===== config.mk =====
export PLATFORM = sky130hd
export DESIGN_NAME = dmem_ctrl_flat
export DESIGN_NICKNAME = d
export VERILOG_FILES = /design/src/rtl/dmem_pkg.sv /design/src/rtl/dmem_ctrl_if.sv /design/src/rtl/dmem_lane.sv /design/src/rtl/dmem_ctrl.sv /design/src/flat_wrapper.sv
export SDC_FILE = /design/constraint.sdc
export NUM_CORES = 1
export LEC_CHECK = 0
export CELL_PAD_IN_SITES_DETAIL_PLACEMENT = 0
export CELL_PAD_IN_SITES_GLOBAL_PLACEMENT = 1
export CORE_AREA = 10 10 155 186
export DETAILED_ROUTE_END_ITERATION = 12
export DIE_AREA = 0 0 165 196
export GPL_TIMING_DRIVEN = 0
export PLACE_DENSITY_LB_ADDON = 0.08
export SETUP_SLACK_MARGIN = 0.4
export SYNTH_ARGS = -nofsm -noshare
export SYNTH_HDL_FRONTEND = slang
export SYNTH_HIERARCHICAL = 1
export SYNTH_SLANG_ARGS = --single-unit

===== constraint.sdc =====
create_clock -name clk -period 2.1 [get_ports clk]
set_input_delay 0.42 -clock clk [delete_from_list [all_inputs] [get_ports clk]]
set_output_delay 0.42 -clock clk [all_outputs]
set_load 0.02 [all_outputs]

===== src/rtl/dmem_pkg.sv =====
// Shared types and constants for the data-memory controller slice.
package dmem_pkg;

  typedef enum logic [1:0] {IDLE, ACCESS, WRITE, RESP} state_t;
  typedef enum logic [1:0] {SZ_B = 2'd0, SZ_H = 2'd1, SZ_W = 2'd2} size_t;
  typedef enum logic {CORE = 1'b0, LDR = 1'b1} grant_t;

  localparam int DMEM_WORDS = 128;

  // funct3[1:0] encoding; the unused 2'b11 code is treated as a word.
  function automatic size_t to_size(input logic [1:0] f);
    case (f)
      2'b00:   return SZ_B;
      2'b01:   return SZ_H;
      default: return SZ_W;
    endcase
  endfunction

endpackage


===== src/rtl/dmem_ctrl_if.sv =====
// Requester and RAM-side signals of dmem_ctrl; core_err exists only with DMEM_MISALIGN_CHECK_EN.
interface dmem_ctrl_if #(
  parameter int Width      = 32,
  parameter int DEPTH_LOG2 = 7,
  parameter int ADDR_W     = 32
);
  logic                  core_req;
  logic                  core_we;
  logic [ADDR_W-1:0]     core_addr;
  logic [1:0]            core_size;
  logic                  core_unsigned;
  logic [Width-1:0]      core_wdata;
  logic [Width-1:0]      core_rdata;
  logic                  core_done;
`ifdef DMEM_MISALIGN_CHECK_EN
  logic                  core_err;
`endif
  logic                  ld_req;
  logic                  ld_we;
  logic [ADDR_W-1:0]     ld_addr;
  logic [Width-1:0]      ld_wdata;
  logic [Width-1:0]      ld_rdata;
  logic                  ld_done;
  logic                  mem_we;
  logic [DEPTH_LOG2-1:0] mem_a;
  logic [Width-1:0]      mem_wd;
  logic [Width-1:0]      mem_rd;
  logic                  busy;

  modport slave (
    input  core_req, core_we, core_addr, core_size, core_unsigned, core_wdata,
    input  ld_req, ld_we, ld_addr, ld_wdata, mem_rd,
    output core_rdata, core_done, ld_rdata, ld_done, mem_we, mem_a, mem_wd,
`ifdef DMEM_MISALIGN_CHECK_EN
    output core_err,
`endif
    output busy
  );

  modport master (
    output core_req, core_we, core_addr, core_size, core_unsigned, core_wdata,
    output ld_req, ld_we, ld_addr, ld_wdata, mem_rd,
    input  core_rdata, core_done, ld_rdata, ld_done, mem_we, mem_a, mem_wd,
`ifdef DMEM_MISALIGN_CHECK_EN
    input  core_err,
`endif
    input  busy
  );

endinterface


===== src/rtl/dmem_lane.sv =====
// Byte-lane logic: load extraction/extension and sub-word store merge into a RAM word.
module dmem_lane
  import dmem_pkg::*;
#(
  parameter int Width = 32
) (
  input  logic [Width-1:0] word,
  input  logic [1:0]       off,
  input  size_t            size,
  input  logic             uns,
  input  logic [Width-1:0] wdata,
  output logic [Width-1:0] ld_data,
  output logic [Width-1:0] st_data
);

  logic [7:0]  b;
  logic [15:0] h;

  always_comb begin
    b       = word[8*off +: 8];
    h       = off[1] ? word[31:16] : word[15:0];
    ld_data = word;
    st_data = wdata;
    case (size)
      SZ_B: begin
        ld_data               = {{(Width-8){b[7] & ~uns}}, b};
        st_data               = word;
        st_data[8*off +: 8]   = wdata[7:0];
      end
      SZ_H: begin
        ld_data = {{(Width-16){h[15] & ~uns}}, h};
        st_data = word;
        if (off[1]) st_data[31:16] = wdata[15:0];
        else        st_data[15:0]  = wdata[15:0];
      end
      default: ;
    endcase
  end

endmodule


===== src/rtl/dmem_ctrl.sv =====
// Round-robin data-memory controller (core + loader) with byte/half/word access and RMW stores.
// Optional misaligned-access trap: DMEM_MISALIGN_CHECK_EN.
module dmem_ctrl
  import dmem_pkg::*;
#(
  parameter int Width      = 32,
  parameter int DEPTH_LOG2 = 7,
  parameter int ADDR_W     = 32
) (
  input logic        clk,
  input logic        reset,
  dmem_ctrl_if.slave bus
);

  state_t                state, state_nxt;
  grant_t                last_grant, sel, grant_p;
  logic                  grant_v;
  logic                  we_r, uns_r, mis_r, g_we, g_uns, g_mis;
  logic [DEPTH_LOG2-1:0] wa_r, g_wa;
  logic [1:0]            off_r, g_off;
  size_t                 size_r, g_size;
  logic [Width-1:0]      wdata_r, rdata_r, merged_r, g_wdata, lane_ld, lane_st;
  logic                  unused_addr_bits;

  // Upper address bits alias; loader low bits are always word-aligned.
  assign unused_addr_bits = ^{bus.core_addr[ADDR_W-1:DEPTH_LOG2+2],
                              bus.ld_addr[ADDR_W-1:DEPTH_LOG2+2], bus.ld_addr[1:0]};

  always_comb begin
    grant_v = bus.core_req | bus.ld_req;
    grant_p = CORE;
    if (bus.core_req && bus.ld_req) grant_p = (last_grant == CORE) ? LDR : CORE;
    else if (bus.ld_req)            grant_p = LDR;
    if (grant_p == LDR) begin
      g_we    = bus.ld_we;
      g_wa    = bus.ld_addr[DEPTH_LOG2+1:2];
      g_off   = 2'b00;
      g_size  = SZ_W;
      g_uns   = 1'b0;
      g_wdata = bus.ld_wdata;
    end else begin
      g_we    = bus.core_we;
      g_wa    = bus.core_addr[DEPTH_LOG2+1:2];
      g_off   = bus.core_addr[1:0];
      g_size  = to_size(bus.core_size);
      g_uns   = bus.core_unsigned;
      g_wdata = bus.core_wdata;
    end
`ifdef DMEM_MISALIGN_CHECK_EN
    g_mis = (grant_p == CORE) &&
            (((g_size == SZ_H) && g_off[0]) || ((g_size == SZ_W) && (g_off != 2'b00)));
`else
    g_mis = 1'b0;
`endif
  end

  dmem_lane #(.Width(Width)) u_lane (
    .word    (bus.mem_rd),
    .off     (off_r),
    .size    (size_r),
    .uns     (uns_r),
    .wdata   (wdata_r),
    .ld_data (lane_ld),
    .st_data (lane_st)
  );

  // Write enables are gated by reset so an abandoned access never reaches the RAM.
  always_comb begin
    state_nxt  = state;
    bus.mem_we = 1'b0;
    bus.mem_a  = '0;
    bus.mem_wd = '0;
    case (state)
      IDLE:   if (grant_v) state_nxt = ACCESS;
      ACCESS: begin
        bus.mem_a = wa_r;
        if (we_r && (size_r == SZ_W)) begin
          bus.mem_we = ~mis_r & ~reset;
          bus.mem_wd = wdata_r;
          state_nxt  = RESP;
        end else if (we_r) begin
          state_nxt  = WRITE;
        end else begin
          state_nxt  = RESP;
        end
      end
      WRITE: begin
        bus.mem_a  = wa_r;
        bus.mem_we = ~mis_r & ~reset;
        bus.mem_wd = merged_r;
        state_nxt  = RESP;
      end
      default: state_nxt = IDLE;
    endcase
  end

  always_ff @(posedge clk) begin
    if (reset) begin
      state      <= IDLE;
      last_grant <= CORE;
      sel        <= CORE;
      we_r       <= 1'b0;
      uns_r      <= 1'b0;
      mis_r      <= 1'b0;
      wa_r       <= '0;
      off_r      <= '0;
      size_r     <= SZ_B;
      wdata_r    <= '0;
      rdata_r    <= '0;
      merged_r   <= '0;
    end else begin
      state <= state_nxt;
      if (state == IDLE && grant_v) begin
        last_grant <= grant_p;
        sel        <= grant_p;
        we_r       <= g_we;
        uns_r      <= g_uns;
        mis_r      <= g_mis;
        wa_r       <= g_wa;
        off_r      <= g_off;
        size_r     <= g_size;
        wdata_r    <= g_wdata;
      end
      if (state == ACCESS) begin
        merged_r <= lane_st;
        if (mis_r)      rdata_r <= '0;
        else if (!we_r) rdata_r <= lane_ld;
      end
    end
  end

  assign bus.core_done  = (state == RESP) && (sel == CORE);
  assign bus.ld_done    = (state == RESP) && (sel == LDR);
  assign bus.core_rdata = rdata_r;
  assign bus.ld_rdata   = rdata_r;
  assign bus.busy       = (state != IDLE);
`ifdef DMEM_MISALIGN_CHECK_EN
  assign bus.core_err   = (state == RESP) && (sel == CORE) && mis_r;
`endif

endmodule

===== src/flat_wrapper.sv =====
// flat-port wrapper written by rule: the top's interface ports become plain ports
module dmem_ctrl_flat import dmem_pkg::*;
#(
  parameter int Width      = 32,
  parameter int DEPTH_LOG2 = 7,
  parameter int ADDR_W     = 32
)
  (clk, reset, bus_core_req, bus_core_we, bus_core_addr, bus_core_size, bus_core_unsigned, bus_core_wdata, bus_ld_req, bus_ld_we, bus_ld_addr, bus_ld_wdata, bus_mem_rd, bus_core_rdata, bus_core_done, bus_ld_rdata, bus_ld_done, bus_mem_we, bus_mem_a, bus_mem_wd, bus_busy);
  dmem_ctrl_if #(.Width(Width), .DEPTH_LOG2(DEPTH_LOG2), .ADDR_W(ADDR_W)) bus_i ();
  input logic clk;
  input logic reset;
  input wire logic [$bits(bus_i.core_req)-1:0] bus_core_req;
  input wire logic [$bits(bus_i.core_we)-1:0] bus_core_we;
  input wire logic [$bits(bus_i.core_addr)-1:0] bus_core_addr;
  input wire logic [$bits(bus_i.core_size)-1:0] bus_core_size;
  input wire logic [$bits(bus_i.core_unsigned)-1:0] bus_core_unsigned;
  input wire logic [$bits(bus_i.core_wdata)-1:0] bus_core_wdata;
  input wire logic [$bits(bus_i.ld_req)-1:0] bus_ld_req;
  input wire logic [$bits(bus_i.ld_we)-1:0] bus_ld_we;
  input wire logic [$bits(bus_i.ld_addr)-1:0] bus_ld_addr;
  input wire logic [$bits(bus_i.ld_wdata)-1:0] bus_ld_wdata;
  input wire logic [$bits(bus_i.mem_rd)-1:0] bus_mem_rd;
  output wire logic [$bits(bus_i.core_rdata)-1:0] bus_core_rdata;
  output wire logic [$bits(bus_i.core_done)-1:0] bus_core_done;
  output wire logic [$bits(bus_i.ld_rdata)-1:0] bus_ld_rdata;
  output wire logic [$bits(bus_i.ld_done)-1:0] bus_ld_done;
  output wire logic [$bits(bus_i.mem_we)-1:0] bus_mem_we;
  output wire logic [$bits(bus_i.mem_a)-1:0] bus_mem_a;
  output wire logic [$bits(bus_i.mem_wd)-1:0] bus_mem_wd;
  output wire logic [$bits(bus_i.busy)-1:0] bus_busy;
  assign bus_i.core_req = bus_core_req;
  assign bus_i.core_we = bus_core_we;
  assign bus_i.core_addr = bus_core_addr;
  assign bus_i.core_size = bus_core_size;
  assign bus_i.core_unsigned = bus_core_unsigned;
  assign bus_i.core_wdata = bus_core_wdata;
  assign bus_i.ld_req = bus_ld_req;
  assign bus_i.ld_we = bus_ld_we;
  assign bus_i.ld_addr = bus_ld_addr;
  assign bus_i.ld_wdata = bus_ld_wdata;
  assign bus_i.mem_rd = bus_mem_rd;
  assign bus_core_rdata = bus_i.core_rdata;
  assign bus_core_done = bus_i.core_done;
  assign bus_ld_rdata = bus_i.ld_rdata;
  assign bus_ld_done = bus_i.ld_done;
  assign bus_mem_we = bus_i.mem_we;
  assign bus_mem_a = bus_i.mem_a;
  assign bus_mem_wd = bus_i.mem_wd;
  assign bus_busy = bus_i.busy;
  dmem_ctrl #(.Width(Width), .DEPTH_LOG2(DEPTH_LOG2), .ADDR_W(ADDR_W)) u_core (.clk(clk), .reset(reset), .bus(bus_i));
endmodule

==> qor.txt <==
Outcome: finished, violations left
Failing checks: setup timing
Htree depth: 3
Final setup violation count: 40
# port buffers: 225
Period utilization: 112.2%
Die Ht: 196 um
Root Driver: clkbuf_16
Num CTS Buffers: 9
Maximum vdd drop: 0.4827 mV
Max Freq: 0.4243 GHz
Via density: 4.974
Sequential cell area fraction in the yosys report: 32.24%
R2R cell count: 9
YS warnings: 6
Final RePlAce weighted congestion: 0.8812
Leading cell types in the layout, fill and taps excluded: 145 x nand2_1, 113 x clkdlybuf4s50_1, 106 x dfxtp_1, 83 x nor2_1, 69 x dlygate4sd2_1
RSZ-0062 raised after global routing: true
Vias in the first global route: 7777
Starting Density: 27.66%
Synth Flop Type: dfxtp_1
Maximum root-to-sink buffer count: 2
GRT overflow: 0
Mapped Area: 0.006954 mm2
Worst Skew: 0.01173 ns
Final hold slack: 0.4289 ns
Initial antenna violation count: 0
Power per Cell Area: 1196 mW/mm2
Clock insertion delay at the later pin of the skew report: 0.36 ns
Synthesized instance count: 891
Total Die Area: 0.03234 mm2
Worst setup EP type: output port
DR WL/cell: 21.16 um
Layout Nets: 1344
Synth cell types: 52
Width of the die: 165 um
Avg Cell Area, Syn: 7.805 um2
Reg-to-reg startpoint: u_core/off_r[1]
Share of flip-flops with an asynchronous set or reset: 0%
Hold Path Sink: u_core/sel
Worst Setup Path Type: flop to output port
Slew Viols, Final: 0
Clock Sinks: 112
Dpl hpwl: 24350 um
Worst-path clk slew: 0.08 ns
WP data required: 1.68 ns
Gr usage total: 18.91%
Hold violation count in the final report: 0
DRC: 0
Hold Crit Class: primary input to flop
Leakage: 4.617 nW
Slew @ Worst Pin: 0.7963 ns
Max_cap viols: 0
Global-route wire length before repair: 47290 um
Share of cells above drive strength 1: 36.24%
Hold Crit Depth: 2
WP data arrival: 1.94 ns
# rows: 64
Min cycle time layout: 2.357 ns
Initial DRT Pass Iterations: 5
Largest net degree at the start of global routing: 19
Setup TNS: -8.331 ns
CTS tree: done
Total I/O pin count: 276
Post-synth EDFFs: 0
Routed WL: 31730 um
Worst Setup Start Kind: flop
FF+latch count, synth: 112
CP Max Fanout: 9
Final worst slack: -0.2566 ns
Inserted Diodes: 0
Syn nets: 1070
Initial DRC count: 394
Leading cell type in the layout, fill and taps excluded: nand2_1
Detailed-route via count: 7461
Reg2reg end: u_core/bus.core_rdata[24]
Routed Antenna Nets: 0
Min-delay src: bus_core_req
Syn-to-layout area delta: 68.05%
Max-slew headroom: 46.91%
Core area: 0.02514 mm2
Reg2Reg Setup Slack: 0.05 ns
## report_power, final
group	total [mW]	switching, mW	internal (mW)
logic	8.56	4.59	3.96
registers	3.69	0.854	2.83
clock network	1.73	0.883	0.848
## worst max path at each step
stage	startpoint	to	slack, ns	depth (start not counted)
finish	u_core/state[1]	bus_mem_wd[16]	-0.26	9
global route	u_core/state[0]	bus_mem_we	-0.32	8
CTS	u_core/state[1]	bus_mem_wd[14]	-0.28	9
detailed placement	u_core/state[0]	bus_mem_wd[15]	-0.57	5
global placement	u_core/state[0]	bus_mem_wd[9]	-0.56	5
floorplan	u_core/off_r[1]	u_core/merged_r[1]	0.20	9
## cell type report
cell class / count / area, um2
Buffer: 109 / 843.3
Clock buffer: 12 / 246.5
Clock inverter: 4 / 30.03
Fill cell: 2566 / 13460
Inverter: 18 / 77.57
Multi-Input combinational cell: 652 / 5137
Sequential cell: 112 / 2260
Tap cell: 330 / 412.9
Timing Repair Buffer: 263 / 2679
## sequential cells by signal, indices dropped and copies added, names as in the netlist
register,cells
u_core/state,2
u_core/sel,1
u_core/uns_r,1
u_core/wdata_r,32
u_core/bus.core_rdata,32
u_core/merged_r,32
u_core/we_r,1
u_core/wa_r,7
u_core/off_r,2
u_core/size_r,2
## logic make-up (layout without fill, tap and decap cells)
group                    after synthesis  in the layout  share of synthesized area [%]
adder cells (fa/ha/maj)               10             10                          1.799
multiplexers                          37             37                          5.506
AO/OA/AOI/OAI                        273            273                          29.17
flip-flops                           112            112                          32.24
buffers and inverters                127            406                          9.950
AND/OR/NAND/NOR                      332            332                          21.34
## metrics by stage
stage                     setup slack (ns)  std cells  util (%)  power (mW)  area [um2]
final                              -0.2566       1500     46.48       13.98       11690
after global placement             -0.5630       1446     40.60       11.31       10210
after detailed placement           -0.5735       1446     40.60       11.35       10210
after floorplan                     0.1994        891         -       8.612        7543
after CTS                          -0.2821       1488     44.53       13.66       11200
after global routing               -0.3184       1500     46.48       14.88       11690
## Yosys cell counts (all sizes together) (3+ instances only)
cell    instances  area, um2
nor3            4      30.03
dfxtp         112       2242
and2            9      56.30
ha             10      125.1
nand2b          8      50.05
a221oi          8      70.07
nand2         165      619.3
a222oi          7      70.07
inv            18      67.56
nor2b          39      244.0
mux2            4      52.55
a22o           10      96.35
a211o           6      52.55
or2             3      18.77
a221o           8      80.08
nor2           88      330.3
a21oi         114      570.6
mux2i          33      330.3
a211oi         42      528.0
o21ai          22      121.4
nand3           4      20.02
buf            85      534.3
clkbuf         24      90.09
a22oi          47      352.8
## routing by layer
layer / up-vias / GRT usage, % / wire, um
met5: - / 0 / 0
met4: 0 / 7.030 / 1066
met3: 45 / 4.420 / 2114
met2: 220 / 32.18 / 15520
met1: 3557 / 22.41 / 13040
li1: 3639 / - / -
## repair_timing
action	in CTS	in global routing
resized for setup	428	98
setup buffers	23	9
setup endpoints to repair	203	150
gates cloned	3	3
pin swaps	51	51
hold buffers	0	0
## critical path, stage by stage (launching register included)
cell and delay, ns:
dfxtp_4 0.37, inv_4 0.04, ha_4 0.15, buf_8 0.11, and4b_1 0.21, buf_12 0.17
clkbuf_16 0.16, a22oi_2 0.19, nor2b_4 0.06, buf_6 0.13
No activity file was read; power rests on OpenSTA's default activity.
